File: src/rtl/gaxi_skid_buffer_multi_lane.sv
// Multi-lane circular-buffer skid buffer: DEPTH entries of {addr, ctrl, lanes},
// registered head presentation, synchronous flush and asynchronous reset.
module gaxi_skid_buffer_multi_lane #(
    parameter int ADDR_WIDTH  = 4,
    parameter int CTRL_WIDTH  = 4,
    parameter int DATA_WIDTH  = 8,
    parameter int NUM_LANES   = 2,
    parameter int DEPTH       = 2,
    parameter int AFULL_LEVEL = DEPTH - 1
) (
    input  logic                              axi_aclk,
    input  logic                              axi_areset,
    input  logic                              flush,
    input  logic                              wr_valid,
    output logic                              wr_ready,
    input  logic [ADDR_WIDTH-1:0]             wr_addr,
    input  logic [CTRL_WIDTH-1:0]             wr_ctrl,
    input  logic [NUM_LANES*DATA_WIDTH-1:0]   wr_data,
    output logic                              rd_valid,
    input  logic                              rd_ready,
    output logic [ADDR_WIDTH-1:0]             rd_addr,
    output logic [CTRL_WIDTH-1:0]             rd_ctrl,
    output logic [NUM_LANES*DATA_WIDTH-1:0]   rd_data,
    output logic [$clog2(DEPTH+1)-1:0]        count,
    output logic                              wr_almost_full
);

    localparam int LANE_W  = NUM_LANES * DATA_WIDTH;
    localparam int ENTRY_W = ADDR_WIDTH + CTRL_WIDTH + LANE_W;
    localparam int PTR_W   = $clog2(DEPTH);
    localparam int CNT_W   = $clog2(DEPTH + 1);

    logic [ENTRY_W-1:0] mem_r [DEPTH];
    logic [PTR_W-1:0]   wr_ptr_r;
    logic [PTR_W-1:0]   rd_ptr_r;
    logic [PTR_W-1:0]   wr_ptr_nxt_s;
    logic [PTR_W-1:0]   rd_ptr_nxt_s;
    logic [CNT_W-1:0]   count_r;
    logic [CNT_W-1:0]   count_nxt_s;
    logic [ENTRY_W-1:0] head_r;
    logic [ENTRY_W-1:0] head_nxt_s;
    logic [ENTRY_W-1:0] wr_entry_s;
    logic               wr_ready_r;
    logic               rd_valid_r;
    logic               afull_r;
    logic               do_wr_s;
    logic               do_rd_s;

    // Pointer advance with explicit wrap so DEPTH need not be a power of two.
    function automatic logic [PTR_W-1:0] ptr_inc(input logic [PTR_W-1:0] p);
        logic [PTR_W-1:0] r;
        if (p == PTR_W'(DEPTH - 1)) begin
            r = {PTR_W{1'b0}};
        end else begin
            r = p + PTR_W'(1);
        end
        return r;
    endfunction

    assign wr_entry_s = {wr_addr, wr_ctrl, wr_data};
    assign do_wr_s    = wr_valid & wr_ready_r & ~flush;
    assign do_rd_s    = rd_valid_r & rd_ready & ~flush;

    // Next pointers, occupancy and head entry for the coming edge.
    always_comb begin
        wr_ptr_nxt_s = wr_ptr_r;
        rd_ptr_nxt_s = rd_ptr_r;
        count_nxt_s  = count_r;
        head_nxt_s   = head_r;
        if (flush) begin
            wr_ptr_nxt_s = {PTR_W{1'b0}};
            rd_ptr_nxt_s = {PTR_W{1'b0}};
            count_nxt_s  = {CNT_W{1'b0}};
        end else begin
            if (do_wr_s) begin
                wr_ptr_nxt_s = ptr_inc(wr_ptr_r);
            end else begin
                wr_ptr_nxt_s = wr_ptr_r;
            end
            if (do_rd_s) begin
                rd_ptr_nxt_s = ptr_inc(rd_ptr_r);
            end else begin
                rd_ptr_nxt_s = rd_ptr_r;
            end
            case ({do_wr_s, do_rd_s})
                2'b10:   count_nxt_s = count_r + CNT_W'(1);
                2'b01:   count_nxt_s = count_r - CNT_W'(1);
                default: count_nxt_s = count_r;
            endcase
        end
        // A head slot being written this very edge is not yet in memory.
        if (do_wr_s && (rd_ptr_nxt_s == wr_ptr_r)) begin
            head_nxt_s = wr_entry_s;
        end else begin
            head_nxt_s = mem_r[rd_ptr_nxt_s];
        end
    end

    // Control state and registered head outputs.
    always_ff @(posedge axi_aclk or posedge axi_areset) begin
        if (axi_areset) begin
            wr_ptr_r   <= {PTR_W{1'b0}};
            rd_ptr_r   <= {PTR_W{1'b0}};
            count_r    <= {CNT_W{1'b0}};
            head_r     <= {ENTRY_W{1'b0}};
            wr_ready_r <= 1'b0;
            rd_valid_r <= 1'b0;
            afull_r    <= 1'b0;
        end else begin
            wr_ptr_r   <= wr_ptr_nxt_s;
            rd_ptr_r   <= rd_ptr_nxt_s;
            count_r    <= count_nxt_s;
            head_r     <= head_nxt_s;
            wr_ready_r <= (count_nxt_s < CNT_W'(DEPTH));
            rd_valid_r <= (count_nxt_s != {CNT_W{1'b0}});
            afull_r    <= (count_nxt_s >= CNT_W'(AFULL_LEVEL));
        end
    end

    // Entry storage; contents are qualified by count so no reset is needed.
    always_ff @(posedge axi_aclk) begin
        if (do_wr_s) begin
            mem_r[wr_ptr_r] <= wr_entry_s;
        end
    end

    assign wr_ready       = wr_ready_r & ~flush;
    assign rd_valid       = rd_valid_r;
    assign count          = count_r;
    assign wr_almost_full = afull_r;
    assign rd_addr        = head_r[ENTRY_W-1 -: ADDR_WIDTH];
    assign rd_ctrl        = head_r[LANE_W +: CTRL_WIDTH];
    assign rd_data        = head_r[LANE_W-1:0];

endmodule

File: config.mk
export PLATFORM = sky130hd
export DESIGN_NAME = gaxi_skid_buffer_multi_lane
export DESIGN_NICKNAME = d
export VERILOG_FILES = /design/src/rtl/gaxi_skid_buffer_multi_lane.sv
export SDC_FILE = /design/constraint.sdc
export NUM_CORES = 1
export LEC_CHECK = 0
export BUFFER_PORTS_ARGS = -buffer_cell sky130_fd_sc_hd__buf_2
export CAP_MARGIN = 20
export CORE_MARGIN = 5
export CORE_UTILIZATION = 55
export CTS_BUF_LIST = sky130_fd_sc_hd__clkbuf_4 sky130_fd_sc_hd__clkbuf_8 sky130_fd_sc_hd__clkbuf_16
export CTS_CLUSTER_DIAMETER = 100
export DETAILED_ROUTE_END_ITERATION = 12
export PLACE_DENSITY = 0.8
export SYNTH_ARGS = -nofsm -noshare
export SYNTH_HDL_FRONTEND = slang
export SYNTH_SLANG_ARGS = --single-unit
File: constraint.sdc
create_clock -name axi_aclk -period 2.6 [get_ports axi_aclk]
set_input_delay 0.39 -clock axi_aclk [delete_from_list [all_inputs] [get_ports axi_aclk]]
set_output_delay 0.39 -clock axi_aclk [all_outputs]
set_load 0.05 [all_outputs]
==> out/qor.yml, run 1 <==
outcome: "completed"
drtIter0Drc: 178
ios: 58
reg2reg_from: "wr_almost_full$_DFF_PP0_"
post-route-drc-count: 0
synth_mux_area_share_pct: 7.84
clkTransAtPathRegs_ns: 0.08
drive_gt1_share_pct: 35.1
worstReg2RegEnd: "head_r[0]$_DFF_PP0_"
numPortBuffers: 57
setup_viol: 0
rsz0062_at_grt: "no"
hp-class: "input port to asynchronous set/reset pin"
synth_cells: 245
die_y_um: 87.5
clock-sinks: 78
htreeDepth: 3
synth-compound-area-share_pct: 12.4
slew_headroom_pct: 27.7
core_sq_um: 5890
drv_cap: 0
tritoncts: "yes"
leakagePower_uw: 0.00154
num_rows: 28
ir_worst_vdd_uv: 399
syn_area_per_cell_sq_um: 13.5
post-route-period-util_pct: 78.4
firstDrtPassIters: 4
clk_latency_ns: 0.35
fill_cells: 421
syn_to_final_growth_pct: 16.3
worstSetupPathType: "register to register"
cts-root-buf: "clkbuf_8"
antenna_found_initial: 0
place_worst_setup_slack_ns: 0.460
hold_buffers: 0
multiInputGateArea_sq_um: 973
drt-total-wl_um: 7070
slew_viol_final: 0
grt_pass1_wl_um: 11400
dieArea_sq_um: 7660
final_nets: 333
syn-cell-area_sq_um: 3300
ctsResizeCount: 0
grt-ovfl-total: 0
vias: 2243
synth_top_family_by_area: "compound AO/OA/AOI/OAI gates"
synth_adder_area_share_pct: 0.379
crit_start: "wr_almost_full$_DFF_PP0_"
synth_area_leader_cell: "edfxtp_1"
post_cts.repair.setup_buffers: 0
final-hold-violation-count: 0
drtAntennaViolNets: 0
ys_top_cells_by_area: "edfxtp_1 44%, dfrtp_1 23%, mux2_2 7.8%"
fin_ws_ns: 0.561
critPathRequiredTime_ns: 2.85
r2r_slack_ns: 0.56
p_per_area_nw_per_um2: 858
first_global_vias: 2321
ys_ff_latch: 78
post-dp-hpwl_um: 4300
critPathLaunchType: "register"
track_usage_pct: 19.8
critPathCapture: "head_r[0]$_DFF_PP0_"
cts_buffers: 9
cts.path.max_buffers: 2
worstPathArrival_ns: 2.29
path_max_fanout: 23
fin_util_pct: 65.3
num_antenna_cells: 0
fmax_mhz: 490
gp_congestion: 0.745
synthXorXnorAreaFrac_pct: 0.795
wire_per_inst_um: 18.5
yosys_warnings: 0
yosys.area_share.simple_pct: 7.95
worst-r2r-cell-count: 4
die_w_um: 87.5
tightestPinTransition_ns: 1.08
seqCellArea_sq_um: 2190
via_per_inst: 5.86
synth-seq-area-share_pct: 66.3
start_util_pct: 56.1
min_period_ns: 2.04
synth.distinct_cells: 29
synth_top_area_share_pct: 43.6
setup_tns_ns: 0
syn-num-nets: 275
clock-skew-final_ns: 0.00986
cp-end-kind: "register"
grt_max_degree: 31
[per-stage QoR]
| step | total power (uW) | instance area [sq um] | hold WS [ns] | cells |
|---|---|---|---|---|
| 6_report | 3300 | 3840 | 0.109 | 383 |
| 5_1_grt | 3430 | 3840 | 0.149 | 383 |
| 4_1_cts | 3310 | 3840 | 0.127 | 383 |
| 3_5_place_dp | 2360 | 3630 | 0.505 | 367 |
| 3_3_place_gp | 2340 | 3630 | 0.494 | 367 |
| 2_1_floorplan | 2160 | 3300 | 0.456 | 245 |
[power by group]
part           total [uW]  switching [uW]  internal [uW]  leakage (uW)
logic                 835             611            225      0.000626
clock network         962             430            532      0.000109
registers            1500            45.1           1450      0.000801
total                3300            1090           2210       0.00154
[metal layers]
metal  vias to the layer above  part of all wire (%)  global-route usage (%)
li1                       1046                     -                       -
met1                      1113                    41                    24.1
met2                        74                    53                    34.1
met3                        10                   5.0                    3.78
met4                         0                   1.7                    8.65
met5                         -                     0                       0
[cell type report]
cell class | instances | share of cell area [%]
inverters | 6 | 0.586
clock buffers | 13 | 4.49
clock inverters | 3 | 1.11
well taps | 75 | 2.44
flip-flops and latches | 78 | 57.0
multi-input cells | 143 | 25.3
repair buffers | 65 | 8.99
[cells by family after synthesis]
group,Yosys count
xor gates and xnor gates,3
buffers and inverters,24
and+or+nand+nor,62
adders and majority gates,1
muxes,23
DFF,78
AOI/OAI and AO/OA,54
[layout by cell type, fill, tap and decap left out, types with 2 or more instances in the layout]
cell / instances
o22ai_1: 23
and3b_1: 2
buf_4: 8
buf_2: 57
nor2_1: 4
or3_1: 2
nor2b_1: 2
a32oi_1: 23
mux2_2: 23
xnor2_1: 2
clkbuf_8: 12
o21ai_0: 2
inv_1: 4
dfrtp_1: 30
edfxtp_1: 48
nand2_1: 49
[sequential cells by signal, indices dropped and copies added, names as in the netlist]
register / cells
head_r: 24
rd_ptr_r: 1
wr_ready_r: 1
wr_almost_full: 1
mem_r: 48
count: 2
wr_ptr_r: 1
[Yosys cell counts]
cell type,n
a21boi_0,1
mux2_2,23
xor2_1,1
a21oi_4,1
inv_1,4
and4bb_1,1
nor2b_1,2
buf_4,1
o31ai_1,1
ha_1,1
o21ai_0,2
dfrtp_1,30
and3b_1,2
inv_2,1
nor2_1,5
o22ai_1,23
nand2_1,49
or3_1,2
a21o_1,1
xnor2_1,2
o21ai_2,1
clkbuf_1,4
edfxtp_1,48
nor3_1,1
buf_2,8
o211ai_1,1
a32oi_1,23
buf_6,5
clkinv_1,1
[worst min-delay path by stage]
stage,startpoint,end,slack [ns],depth (start not counted)
finish,axi_areset,head_r[16]$_DFF_PP0_,0.11,3
CTS,axi_areset,head_r[16]$_DFF_PP0_,0.13,3
global route,axi_areset,head_r[16]$_DFF_PP0_,0.15,3
detailed placement,axi_areset,head_r[21]$_DFF_PP0_,0.50,3
global placement,mem_r[0][5]$_DFFE_PP_,head_r[5]$_DFF_PP0_,0.49,2
floorplan,flush,wr_ptr_r$_DFFE_PP0P_,0.46,1
[critical path: stages, from the launching register on]
cell	delay, ns
dfrtp_1	0.42
and3b_1	0.19
o21ai_2	0.82
o22ai_1	0.26
a32oi_1	0.25
Power figures use the tool's default switching activity.
==> run 2, diff against run 1 <==
--- a/config.mk
+++ b/config.mk
@@ -5,14 +5,15 @@
 export SDC_FILE = /design/constraint.sdc
 export NUM_CORES = 1
 export LEC_CHECK = 0
+export ABC_AREA = 1
 export BUFFER_PORTS_ARGS = -buffer_cell sky130_fd_sc_hd__buf_2
 export CAP_MARGIN = 20
 export CORE_MARGIN = 5
-export CORE_UTILIZATION = 55
+export CORE_UTILIZATION = 54
 export CTS_BUF_LIST = sky130_fd_sc_hd__clkbuf_4 sky130_fd_sc_hd__clkbuf_8 sky130_fd_sc_hd__clkbuf_16
 export CTS_CLUSTER_DIAMETER = 100
 export DETAILED_ROUTE_END_ITERATION = 12
-export PLACE_DENSITY = 0.8
+export PLACE_DENSITY = 0.79
 export SYNTH_ARGS = -nofsm -noshare
 export SYNTH_HDL_FRONTEND = slang
 export SYNTH_SLANG_ARGS = --single-unit
==> constraint.sdc (replaced) <==
create_clock -name axi_aclk -period 2.1 [get_ports axi_aclk]
set_input_delay 0.315 -clock axi_aclk [delete_from_list [all_inputs] [get_ports axi_aclk]]
set_output_delay 0.315 -clock axi_aclk [all_outputs]
set_load 0.05 [all_outputs]
==> out/qor.yml, run 2 <==
fmax_mhz: 567  # +16%
core_sq_um: 5510  # -6.4%
leakagePower_uw: 0.00173  # +13%
drv_cap: 0  # unchanged
numPortBuffers: 57  # unchanged
post-route-drc-count: 0  # unchanged
synth_ff_type: "edfxtp_1"
die_w_um: 85.5  # -2.3%
synth_top_cells_by_count: "126 x nand2_1, 48 x edfxtp_1, 30 x dfrtp_1"
final_common_cell: "nand2_1"
synth_cells: 276  # +13%
path_max_fanout: 4  # -83%
num_antenna_cells: 0  # unchanged
worstPathArrival_ns: 1.98  # -0.31 ns
clk_latency_ns: 0.34  # about the same
place_worst_setup_slack_ns: 0.247  # -0.214 ns
slew_headroom_pct: 69.8  # +42 points
ys_ff_latch: 78  # unchanged
setup_tns_ns: 0  # unchanged
final_cell_mix: "126 x nand2_1, 57 x buf_2, 48 x edfxtp_1"
dieArea_sq_um: 7310  # -4.6%
hold_buffers: 0  # unchanged
final-hold-violation-count: 0  # unchanged
yosys_warnings: 0  # unchanged
ios: 58  # unchanged
syn-cell-area_sq_um: 3080  # -6.9%
final_nets: 371  # +11%
synth_edf_count: 48  # unchanged
die_y_um: 85.5  # -2.3%
sequentialPowerShare_pct: 47.1  # +1.7 points
drtIter0Drc: 127  # -29%
drtAntennaViolNets: 0  # unchanged
grt-ovfl-total: 0  # unchanged
cts-root-buf: "clkbuf_8"
grt_pass1_wl_um: 9960  # -12%
htreeDepth: 3  # unchanged
ctsResizeCount: 0  # unchanged
post-dp-hpwl_um: 3870  # -10%
via_per_inst: 4.96  # -15%
drt-total-wl_um: 6010  # -15%
min_period_ns: 1.76  # -0.276 ns
antenna_found_initial: 0  # unchanged
synthArstFlopShare_pct: 38.5  # unchanged
synth_area_leader_cell: "edfxtp_1"
seqCellArea_sq_um: 2190  # unchanged
synth.most_common_cell: "nand2_1"
fill_cells: 417  # -0.95%
critPathRequiredTime_ns: 2.32  # -0.53 ns
num_rows: 27  # -3.6%
pwr-share-comb_pct: 19.1  # -6.3 points
fin_ws_ns: 0.337  # -0.224 ns
synth-seq-area-share_pct: 71.2  # +4.9 points
synth.distinct_cells: 19  # -34%
cts.path.max_buffers: 2  # unchanged
first_global_vias: 2069  # -11%
p_int_uw: 2700  # +22%
syn-num-nets: 306  # +11%
synth_top_area_share_pct: 46.8  # +3.2 points
p_switching_uw: 1110  # +2.1%
ir_worst_vdd_uv: 524  # +31%
grt_max_degree: 31  # unchanged
start_util_pct: 55.9  # -0.27 points
p_sw_share_pct: 29.1  # -3.8 points
cts_buffers: 9  # unchanged
setup_viol: 0  # unchanged
p_per_area_nw_per_um2: 1040  # +21%
largest_register_ffs: 48  # unchanged
ys_top_cells_by_area: "edfxtp_1 47%, dfrtp_1 24%, nand2_1 15%"
post-route-period-util_pct: 84.0  # +5.5 points
tritoncts: "yes"
clkTransAtPathRegs_ns: 0.07  # about the same
multiInputGateArea_sq_um: 743  # -24%
rsz0062_at_grt: "no"
regMostFlops: "mem_r"
firstDrtPassIters: 4  # unchanged
track_usage_pct: 18.3  # -1.4 points
wire_per_inst_um: 14.4  # -22%
tightestPinTransition_ns: 0.453  # -0.631 ns
worstSetupPathType: "register to register"
gp_congestion: 0.712  # -4.4%
critPathLaunchType: "register"
vias: 2075  # -7.5%
syn_to_final_growth_pct: 18.9
drive_gt1_share_pct: 26.3  # -8.8 points
slew_viol_final: 0  # unchanged
hp-class: "input port to asynchronous set/reset pin"
outcome: "completed"
clock-skew-final_ns: 0.00676  # -0.00310 ns
cp-end-kind: "register"
post_cts.repair.setup_buffers: 0  # unchanged
clock-sinks: 78  # unchanged
holdWs_ns: 0.0383  # -0.0711 ns
clockPowerShare_pct: 33.8  # +4.6 points
syn_area_per_cell_sq_um: 11.1  # -17%
==> run 2: area by class of cell <==
class | instances | area share, %
clock inverter | 3 | 1.78
tap | 72 | 2.46
inverter | 13 | 1.33
multi-input combinational | 174 | 20.3
sequential | 78 | 59.9
clock buffer | 13 | 4.72
timing repair buffer | 65 | 9.44
==> run 2: cell families after synthesis <==
kind of cell | Yosys count | synth area share (%)
simple gates | 171 | 23.3
flops | 78 | 71.2
buf+inv | 24 | 4.76
compound gates | 2 | 0.325
fa+ha+maj | 1 | 0.407
==> run 2: worst paths after layout <==
path,cells past startpoint,slack [ns],end,startpoint
worst max-delay path,10,0.34,wr_almost_full$_DFF_PP0_,wr_ready_r$_DFF_PP0_
worst min-delay path,3,0.04,head_r[15]$_DFF_PP0_,axi_areset
worst max register to register,10,0.34,wr_almost_full$_DFF_PP0_,wr_ready_r$_DFF_PP0_
worst min register to register,4,0.53,head_r[5]$_DFF_PP0_,mem_r[1][5]$_DFFE_PP_
max in group asynchronous,3,1.75,head_r[13]$_DFF_PP0_,axi_areset
min in group axi_aclk,1,0.17,mem_r[0][2]$_DFFE_PP_,wr_data[2]
==> run 2: worst max-delay path, stage by stage (launching register included) <==
cell and delay, ns:
dfrtp_1 0.35, nand2_1 0.08, nor2_2 0.14, inv_1 0.12, ha_1 0.30, inv_1 0.07
nand2_1 0.05, nor2_1 0.11, inv_1 0.05, o21ai_0 0.28, nand2_1 0.09
==> run 2: layer usage <==
layer  wire length (um)  part of all wire (%)  GRT usage (%)  vias to the layer above
li1                   -                     -              -                     1028
met1               2420                    40           22.7                      952
met2               2910                    48           29.4                       85
met3                549                   9.1           5.05                       10
met4                128                   2.1           9.50                        0
met5                  0                     0              0                        -
==> run 2: stage by stage <==
step,instance area [sq um],power [uW],std cells,util (%)
2_1_floorplan,3080,2380,276,-
3_3_place_gp,3420,2540,402,62.1
3_5_place_dp,3420,2560,402,62.1
4_1_cts,3660,3840,418,66.4
5_1_grt,3660,3980,418,66.4
6_report,3660,3810,418,66.4
==> run 2: power groups by stage <==
stage          registers [uW]  clock network (uW)  logic [uW]
6_report                 1790                1290         726
3_5_place_dp             1830                   0         734
5_1_grt                  1810                1380         789
4_1_cts                  1790                1310         736
3_3_place_gp             1820                   0         719
2_1_floorplan            2110                   0         277
